==> src/rtl/hazard_ctrl.sv <==
// Decode-stage hazard sequencer: EX/MEM/WB shadow scoreboard, stalls, forwarding selects.
// Optional stall counter enabled by defining HAZ_STALL_CNT_EN.
module hazard_ctrl #(
    parameter int REG_AW = 5,
    parameter int CNT_W  = 16
) (
    input  logic              clk,
    input  logic              rst,
    input  logic              id_valid,
    input  logic              id_exec,
    input  logic [REG_AW-1:0] id_rs,
    input  logic [REG_AW-1:0] id_rt,
    input  logic [REG_AW-1:0] id_rd,
    input  logic [REG_AW-1:0] id_rp,
    input  logic              id_use_rs,
    input  logic              id_use_rt,
    input  logic              id_use_rd,
    input  logic              id_jr,
    input  logic              id_jump,
    input  logic              id_wr,
    input  logic [REG_AW-1:0] id_dest,
    input  logic              id_load,
    output logic              stall,
    output logic              bubble_ex,
    output logic              kill_if,
    output logic [1:0]        id_fwd_p,
    output logic [1:0]        id_fwd_j,
    output logic [1:0]        ex_fwd_a,
    output logic [1:0]        ex_fwd_b,
    output logic [1:0]        ex_fwd_d,
    output logic [CNT_W-1:0]  stall_cnt
);

    logic              ex_v_q, mem_v_q, wb_v_q;
    logic [REG_AW-1:0] ex_d_q, mem_d_q, wb_d_q;
    logic              ex_ld_q, mem_ld_q;
    logic              load_use, p_hz, j_hz;
    logic [1:0]        fa_d, fb_d, fd_d;

    function automatic logic hit(input logic [REG_AW-1:0] x,
                                 input logic v,
                                 input logic [REG_AW-1:0] d);
        return v && (d == x) && (x != '0);
    endfunction

    function automatic logic dec_hz(input logic [REG_AW-1:0] x,
                                    input logic ev, input logic [REG_AW-1:0] ed,
                                    input logic mv, input logic [REG_AW-1:0] md,
                                    input logic mld);
        return hit(x, ev, ed) || (mld && hit(x, mv, md));
    endfunction

    // Hazard detection and decode-stage forwarding, zero latency
    always_comb begin
        load_use = ex_ld_q &&
                   ((id_use_rs && hit(id_rs, ex_v_q, ex_d_q)) ||
                    (id_use_rt && hit(id_rt, ex_v_q, ex_d_q)) ||
                    (id_use_rd && hit(id_rd, ex_v_q, ex_d_q)));
        p_hz = dec_hz(id_rp, ex_v_q, ex_d_q, mem_v_q, mem_d_q, mem_ld_q);
        j_hz = id_jr && dec_hz(id_rs, ex_v_q, ex_d_q, mem_v_q, mem_d_q, mem_ld_q);
        stall     = id_valid && (load_use || p_hz || j_hz);
        bubble_ex = stall;
        kill_if   = id_valid && id_jump && id_exec && !stall;
        id_fwd_p = 2'd0;
        id_fwd_j = 2'd0;
        if (id_valid) begin
            if (hit(id_rp, mem_v_q, mem_d_q))     id_fwd_p = 2'd1;
            else if (hit(id_rp, wb_v_q, wb_d_q))  id_fwd_p = 2'd2;
            if (hit(id_rs, mem_v_q, mem_d_q))     id_fwd_j = 2'd1;
            else if (hit(id_rs, wb_v_q, wb_d_q))  id_fwd_j = 2'd2;
        end
    end

    // Next EX forwarding selects; a stalled or empty slot carries no forwarding
    always_comb begin
        fa_d = 2'd0;
        fb_d = 2'd0;
        fd_d = 2'd0;
        if (id_valid && !stall) begin
            if (hit(id_rs, ex_v_q, ex_d_q))        fa_d = 2'd1;
            else if (hit(id_rs, mem_v_q, mem_d_q)) fa_d = 2'd2;
            if (hit(id_rt, ex_v_q, ex_d_q))        fb_d = 2'd1;
            else if (hit(id_rt, mem_v_q, mem_d_q)) fb_d = 2'd2;
            if (hit(id_rd, ex_v_q, ex_d_q))        fd_d = 2'd1;
            else if (hit(id_rd, mem_v_q, mem_d_q)) fd_d = 2'd2;
        end
    end

    // Scoreboard shift and registered EX forwarding selects
    always_ff @(posedge clk or posedge rst) begin
        if (rst) begin
            ex_v_q   <= 1'b0;
            mem_v_q  <= 1'b0;
            wb_v_q   <= 1'b0;
            ex_d_q   <= '0;
            mem_d_q  <= '0;
            wb_d_q   <= '0;
            ex_ld_q  <= 1'b0;
            mem_ld_q <= 1'b0;
            ex_fwd_a <= 2'd0;
            ex_fwd_b <= 2'd0;
            ex_fwd_d <= 2'd0;
        end else begin
            ex_v_q   <= id_valid && id_exec && id_wr && !stall;
            ex_d_q   <= id_dest;
            ex_ld_q  <= id_load;
            mem_v_q  <= ex_v_q;
            mem_d_q  <= ex_d_q;
            mem_ld_q <= ex_ld_q;
            wb_v_q   <= mem_v_q;
            wb_d_q   <= mem_d_q;
            ex_fwd_a <= fa_d;
            ex_fwd_b <= fb_d;
            ex_fwd_d <= fd_d;
        end
    end

`ifdef HAZ_STALL_CNT_EN
    logic [CNT_W-1:0] cnt_q;

    // Saturating count of stalled cycles
    always_ff @(posedge clk or posedge rst) begin
        if (rst) begin
            cnt_q <= '0;
        end else if (stall && (cnt_q != '1)) begin
            cnt_q <= cnt_q + 1'b1;
        end
    end

    assign stall_cnt = cnt_q;
`else
    assign stall_cnt = '0;
`endif

endmodule
==> config.mk <==
export PLATFORM = sky130hd
export DESIGN_NAME = hazard_ctrl
export DESIGN_NICKNAME = d
export VERILOG_FILES = /design/src/rtl/hazard_ctrl.sv
export SDC_FILE = /design/constraint.sdc
export NUM_CORES = 1
export LEC_CHECK = 0
export ABC_AREA = 1
export BUFFER_PORTS_ARGS = -buffer_cell sky130_fd_sc_hd__buf_4
export CORE_MARGIN = 10
export CORE_UTILIZATION = 50
export CTS_CLUSTER_SIZE = 16
export DETAILED_ROUTE_END_ITERATION = 8
export PLACE_DENSITY_LB_ADDON = 0.3
export SLEW_MARGIN = 0
export SYNTH_ARGS = -nofsm -noshare
export SYNTH_HDL_FRONTEND = slang
export SYNTH_SLANG_ARGS = --single-unit
==> constraint.sdc <==
create_clock -name clk -period 2.1 [get_ports clk]
set_clock_uncertainty 0.05 [all_clocks]
set_input_delay 0.21 -clock clk [delete_from_list [all_inputs] [get_ports clk]]
set_output_delay 0.21 -clock clk [all_outputs]
set_load 0.01 [all_outputs]
# After elaboration in Yosys (flattened, before gate mapping)
# Index checks and enable logic that the tools add are counted.
[op_classes]
n_eq_ne = 10
muxes = 15
reduce_logical = 46
[ops]
columns = ["op", "n"]
rows = [
  ["5-bit == test", 10],
  ["1-bit logical AND", 35],
  ["2-bit 2-to-1 mux", 15],
  ["5-bit nonzero test", 4],
  ["1-bit logical OR", 6],
  ["1-bit zero test", 1],
]
[word_totals]
register_bits = 26
input_bits = 36
output_inout_bits = 29
elab_cells = 82

# Longest topological paths before layout
# Gate-level depths: netlist of the first run.
[logic_depth]
ltp_word = 13
depth_mapped = 11
mapped_depth_nobuf = 11

# Least setup slack after synthesis of the first run
# No wires, ideal clock.
[synth_path]
path_type = "register to output"
from = "reg ex_d_q[2]"
to = "out stall"
arrival_time_ns = 1.503
t_required_ns = 1.840
setup_slack_ns = 0.337
stages_incl_launch_ff = 10
path_buffers = 2
cell_sequence = "dfrtp_1 buf_4 xnor2_1 nand2_1 nor2_2 nand3_1 nand3_1 nand2_2 a21oi_1 buf_4"
[synth_between]
elab_chain_len = 10
word_cells_on_any_way = 24
classes_between = "eq/ne: 4; reduce/logical: 20"
[synth_lines]
columns = ["item", "line", "source"]
rows = [
  ["from (decl)", "35", "logic [REG_AW-1:0] ex_d_q, mem_d_q, wb_d_q;"],
  ["from (signal assigned)", "105", "ex_d_q <= id_dest;"],
  ["5-bit == test", "43", "return v && (d == x) && (x != '0);"],
  ["1-bit logical AND (2 in a row)", "43", ""],
  ["1-bit logical AND, on equally long branches", "56, 57", ""],
  ["1-bit logical OR", "56", "((id_use_rs && hit(id_rs, ex_v_q, ex_d_q)) ||"],
  ["1-bit logical OR", "57", "(id_use_rt && hit(id_rt, ex_v_q, ex_d_q)) ||"],
  ["1-bit logical AND", "55", "load_use = ex_ld_q &&"],
  ["1-bit logical OR", "61", "stall = id_valid && (load_use || p_hz || j_hz);"],
  ["1-bit logical OR *", "61", ""],
  ["1-bit logical AND *", "61", ""],
  ["to (decl)", "23", "output logic stall,"],
]
# Mark *: on every way between the ends. The rest lies on a longest branch, timed or not.

# Final worst setup path of the first run
[layout_path]
from = "reg ex_d_q[3]"
to = "out stall"
# The elaborated chain is that of the path after synthesis.

==> impl_metrics.tcl, run 1 <==
set metrics [dict create \
    run_status "complete, no violations" \
    grtUsageTotal 0.1593 \
    cts_root_buf "clkbuf_4" \
    hold_viol_final 0 \
    crit_family "simple AND/OR/NAND/NOR gates" \
    drive_above_1_share 0.3686 \
    finalCriticalPeriod_ns 2.061 \
    final_util 0.7275 \
    ys_ff_latch 26 \
    worst-r2r-setup-slack_ns 0.44 \
    antenna_found_initial 0 \
    syn_inst 260 \
    die_h_um 80.03 \
    place.port_buffers 48 \
    routed_wl_um 5240 \
    gp_congestion 0.8987 \
    cp.required_ns 1.84 \
    first_pass_iters 4 \
    drt.antenna.violating_nets 0 \
    synth_warnings 0 \
    dp_hpwl_um 4107 \
    vias 1853 \
    insertion_delay_ns 0.33 \
    viasPerCell 4.915 \
    place_area_mm2 0.002156 \
    syn2layout_area_growth_pct 37.92 \
    nNetsFinal 368 \
    ios 65 \
    cts.htree.levels 1 \
    crit_chain "buf_6, nand2_2, nand4_1, nor2_2, nand3_2, nand3_2, nand2_4, a21oi_2, buf_4" \
    grt_pass1_vias 1917 \
    crit_buf_inv 2 \
    final.fill_count 296 \
    avgSynthCellArea_um2 6.930 \
    seq_area_frac_synth 0.3611 \
    crit_type "reg2out" \
    design.core.area_mm2 0.003416 \
    overflow 0 \
    max_freq_ghz 0.4852 \
    synthDistinctLibCells 27 \
    cts_inserted_buffers 3 \
    cp_slowest_stage_delay_ns 0.45 \
    fin_crit_sh 0.9814 \
    dp.cells 353 \
    dieArea_mm2 0.006405 \
    final-instance-count-excl-fill 377 \
    powerDensity_mw_per_mm2 475.6 \
    crit_fanout 3 \
    antenna_cells 0 \
    grt_pass1_wl_um 8314 \
    peakVddDrop_uv 435.6 \
    crit_path_frequent_cell "nand3_2" \
    synth_area_mm2 0.001802 \
    hold_class "in2reg" \
    maxSlewViolCount 0 \
    routedWlPerCell_um 13.90 \
    initial_core_util 0.5275 \
    die_w_um 80.03 \
    arrival_ns 1.80 \
    clkTransAtPathRegs_ns 0.15 \
    drt_iter0_drc 163 \
    crit_path_end_kind "primary output" \
    drv_cap 0 \
    clockBufferDepth 2 \
    rows 21 \
    drc 0 \
    p_leak_nw 1.295 \
    cts_tree "done" \
    worst_path_max_delay_cell "dfrtp_1" \
    start_kind "register" \
    fin_area_mm2 0.002485 \
    grt_max_degree 27 \
    finalSetupViolations 0 \
    rsz0062_at_grt "true" \
    cts.sinks 26 \
]
## synthesized netlist by cell type
cell type  count  share of area
buf_4         18          0.075
o2111ai_1      2         0.0097
or2_2          1         0.0035
or2_0          1         0.0035
nor4_1         3          0.010
a21oi_4        1         0.0090
conb_1         1         0.0021
nand3_4        1         0.0097
a21oi_1       10          0.028
o21ai_0        1         0.0028
inv_2          8          0.017
nand4_1        3          0.010
nand3_2        2          0.011
nor3_1         3         0.0083
a221oi_1       1         0.0049
nand3_1       16          0.044
nor2_2         2         0.0069
nand2_1       81           0.17
o22ai_1        3          0.010
inv_1         30          0.063
nor2_4         1         0.0062
xnor2_1       10          0.049
xor2_1         3          0.015
nand2_2        2         0.0069
dfrtp_1       26           0.36
nor2_1        29          0.060
a211oi_1       1         0.0042
## cell usage in the layout, fill, tap and decap left out, types with 8 or more instances in the layout
cell     instances
inv_2           13
inv_1           23
dfrtp_1         17
nand3_1         10
nand3_2          8
buf_4           61
nand2_1         76
nor2_1          23
xnor2_1         10
conb_1          16
dfrtp_2          9
## layout make-up
type	instances	area, um^2	share of cell area
clock inverters	1	30.03	0.01208
multi-input cells	193	1015	0.4084
well taps	46	57.56	0.02316
flip-flops and latches	26	661.9	0.2664
clock buffers	3	22.52	0.009063
repair buffers	70	550.5	0.2216
inverters	38	147.6	0.05942
## registers in the layout (all words and copies together), names as in the netlist
register,count
mem_d_q,5
ex_fwd_d,2
ex_v_q,1
ex_fwd_a,2
mem_ld_q,1
mem_v_q,1
ex_d_q,5
ex_fwd_b,2
wb_v_q,1
ex_ld_q,1
wb_d_q,5
## report_power, final
group | total, mW | switching (mW) | internal (mW)
Combinational | 0.281 | 0.153 | 0.129
Clock | 0.351 | 0.158 | 0.193
Sequential | 0.549 | 0.0276 | 0.522
Total | 1.18 | 0.338 | 0.843
## worst min-delay path: stages
cell and delay, ns:
buf_4 0.10, nand2_1 0.05, nor2_1 0.04
## worst paths after layout
kind | from | to | cells after the start
setup / recovery | ex_d_q[3] | stall | 9
hold / removal | id_wr | ex_v_q | 3
setup reg to reg | ex_d_q[4] | ex_fwd_a[0] | 11
hold reg to reg | ex_v_q | mem_v_q | 0
max in group asynchronous | rst | mem_d_q[0] | 4
min in group asynchronous | rst | mem_v_q | 4
## logic make-up (layout without fill, tap and decap cells)
kind of cell / count (synthesis) / in the layout / synth area share
simple gates: 145 / 145 / 0.3507
buf+inv: 56 / 112 / 0.1542
flops: 26 / 26 / 0.3611
compound gates: 19 / 19 / 0.06876
xor+xnor: 13 / 13 / 0.06319
other cells: 1 / 16 / 0.002081
## per-layer routing
metal	vias up	wire (um)	GRT usage
met2	89	2457	0.2729
met1	830	2108	0.1841
met5	-	0	0
li1	922	-	-
met3	12	554	0.04279
met4	0	119	0.05986
## repair_timing
action | in CTS | in global routing
pin swaps | 2 | 18
gates resized for setup | 11 | 32
hold endpoints to repair | 32 | 0
buffers inserted | 4 | 9
hold buffers | 7 | 0
endpoints found under the setup margin | 3 | 4
## stage by stage
| step | setup WS (ns) | hold WS (ns) | total power [mW] | setup TNS, ns |
|---|---|---|---|---|
| 6_report | 0.03914 | 0.04010 | 1.182 | 0 |
| 3_5_place_dp | 0.2480 | 0.2670 | 0.7899 | 0 |
| 5_1_grt | -0.05365 | 0.04754 | 1.230 | -0.1567 |
| 3_3_place_gp | 0.2667 | 0.2385 | 0.7863 | 0 |
| 4_1_cts | 0.005575 | 0.02983 | 1.156 | 0 |
| 2_1_floorplan | 0.3368 | 0.1914 | 0.7071 | 0 |
No activity file was read; power rests on OpenSTA's default activity.
==> run 2: changes to the inputs <==
--- a/config.mk
+++ b/config.mk
@@ -6,11 +6,12 @@
 export NUM_CORES = 1
 export LEC_CHECK = 0
 export ABC_AREA = 1
-export BUFFER_PORTS_ARGS = -buffer_cell sky130_fd_sc_hd__buf_4
+export BUFFER_PORTS_ARGS = -buffer_cell sky130_fd_sc_hd__buf_2
 export CORE_MARGIN = 10
 export CORE_UTILIZATION = 50
 export CTS_CLUSTER_SIZE = 16
 export DETAILED_ROUTE_END_ITERATION = 8
+export HOLD_SLACK_MARGIN = 0.08
 export PLACE_DENSITY_LB_ADDON = 0.3
 export SLEW_MARGIN = 0
 export SYNTH_ARGS = -nofsm -noshare
==> run 2 against run 1 <==
Register-to-register slack worse by 0.21 ns. Via count is 0.86% higher. Total power is 8.8% lower. Global-route usage hardly changed. Clock power is 25% lower. Critical path depth stayed put. First-iteration DRC count is 13% higher. Non-clock buffer count is 2 higher. Count of clock-buffer cells in the layout is 1 higher. Fmax is 0.24% higher. Worst setup slack better by 0.0049 ns. Cell area is 4.8% lower. Critical path type unchanged. Largest power group unchanged.
==> impl_metrics.tcl, run 2 (synthesis results as in run 1) <==
set metrics [dict create \
    run_status "complete, no violations" \
    crit_family "simple AND/OR/NAND/NOR gates" \
    crit_chain "inv_2, a21oi_1, nand2_2, nor2_4, nand3_2, nand3_2, nand2_4, a21oi_2, buf_2" \
    cts_inserted_buffers 3 \
    worst_hold_slack_ns 0.1139 \
    crit_start "ex_d_q[0]" \
    grt_pass1_vias 1823 \
    ios 65 \
    gp_congestion 0.8867 \
    syn2layout_area_growth_pct 31.32 \
    pwr-share-comb 0.247 \
    drt_iter0_drc 185 \
    finalSetupViolations 0 \
    cts.htree.levels 1 \
    drive_above_1_share 0.3784 \
    hold_class "in2reg" \
    cts.sinks 26 \
    start_kind "register" \
    powerDensity_mw_per_mm2 455.5 \
    initial_core_util 0.5275 \
    place_ws_ns 0.2775 \
    hold_viol_final 0 \
    vias 1869 \
    final.fill_count 308 \
    drt.antenna.violating_nets 0 \
    p_seq_frac 0.510 \
    finalCriticalPeriod_ns 2.056 \
    die_h_um 80.03 \
    cp_slowest_stage_delay_ns 0.45 \
    cts_root_buf "clkbuf_4" \
    cts_tree "done" \
    netSwitchingPower_mw 0.3390 \
    crit_type "reg2out" \
    crit_buf_inv 2 \
    dieArea_mm2 0.006405 \
    design.core.area_mm2 0.003416 \
    routedWlPerCell_um 14.06 \
    rows 21 \
    viasPerCell 4.931 \
    max_freq_ghz 0.4864 \
    worst_path_max_delay_cell "dfrtp_2" \
    first_pass_iters 4 \
    worst-r2r-setup-slack_ns 0.23 \
    clkPwrFrac 0.243 \
    arrival_ns 1.80 \
    grt_pass1_wl_um 8335 \
    regToRegStartpoint "ex_d_q[4]" \
    fin_ws_ns 0.04403 \
    crit_path_end_kind "primary output" \
    tns_ns 0 \
    place.port_buffers 48 \
    rsz0062_at_grt "true" \
    antenna_found_initial 0 \
    die_w_um 80.03 \
    final_cell_mix "nand2_1, buf_2, inv_1, nor2_1, dfrtp_1" \
    dp_hpwl_um 4142 \
    overflow 0 \
    clkTransAtPathRegs_ns 0.14 \
    reg.largest.list "ex_d_q: 5 flops, mem_d_q: 5 flops, wb_d_q: 5 flops" \
    grtUsageTotal 0.1596 \
    antenna_cells 0 \
    maxSlewViolCount 0 \
    fin_crit_sh 0.9790 \
    cp.required_ns 1.84 \
    drv_cap 0 \
    insertion_delay_ns 0.33 \
    p_int_mw 0.7387 \
    p_leak_nw 1.275 \
    swShare 0.3146 \
    worst_hold_startpoint "id_valid" \
    crit_path_frequent_cell "nand3_2" \
    crit_fanout 5 \
    nNetsFinal 370 \
    drc 0 \
    grt_max_degree 27 \
    peakVddDrop_uv 453.9 \
    routed_wl_um 5330 \
    clockBufferDepth 2 \
    layout_commonest_cell "nand2_1" \
]
run 2: cell count changes in the layout (fill, tap and decap cells not counted), sizes merged:
cell	delta
clkbuf	+1
dlygate4sd3	+2
bufinv	-1
run 2: worst register-to-register path: stages, from the launching register on:
cell and delay, ns:
dfrtp_2 0.46, inv_2 0.07, nand2_1 0.06, nand2_1 0.05, nand2_1 0.08, nor2_2 0.05
buf_4 0.13, buf_4 0.12, buf_4 0.12, buf_4 0.12, buf_4 0.12, buf_4 0.12
nand2_1 0.08, nand3_1 0.08, nor2_1 0.12
run 2: repair_timing:
item | CTS | global route
gates resized for setup | 9 | 35
endpoints found under the hold margin | 33 | 0
hold buffers | 9 | 0
pin swaps | 6 | 12
buffers inserted | 8 | 6
endpoints found under the setup margin | 3 | 4
run 2: area by class of cell:
type	count	area [um^2]	area share
Inverter	38	145.1	0.06134
Timing Repair Buffer	72	442.9	0.1872
Tap cell	46	57.56	0.02433
Multi-Input combinational cell	193	1022	0.4320
Sequential cell	26	661.9	0.2797
Clock buffer	4	36.28	0.01534
run 2: final timing paths:
path	depth (start not counted)	to
max	9	stall
min	3	ex_v_q
max reg2reg	14	ex_fwd_b[1]
min reg2reg	0	mem_v_q
max in group asynchronous	4	ex_d_q[1]
min in group asynchronous	4	ex_v_q
run 2: power by group through the flow:
stage | Combinational [mW] | Clock (mW) | Sequential, mW
final | 0.266 | 0.262 | 0.550
after global routing | 0.296 | 0.294 | 0.553
after CTS | 0.236 | 0.262 | 0.547
after detailed placement | 0.213 | 0 | 0.557
after global placement | 0.212 | 0 | 0.555
after floorplan | 0.160 | 0 | 0.547
run 2: per-stage QoR:
stage	cell area (um^2)	util	instances	power [mW]
after detailed placement	2036	0.5960	353	0.7700
final	2366	0.6927	379	1.078
after CTS	2233	0.6538	373	1.046
after floorplan	1858	-	275	0.7071
after global placement	2036	0.5960	353	0.7676
after global routing	2366	0.6927	379	1.143
run 2: metal layers:
metal,wire length (um),global-route usage,vias up
met2,2539,0.2745,99
li1,-,-,925
met5,0,0,-
met3,565,0.04167,13
met4,112,0.03345,0
met1,2113,0.1941,832
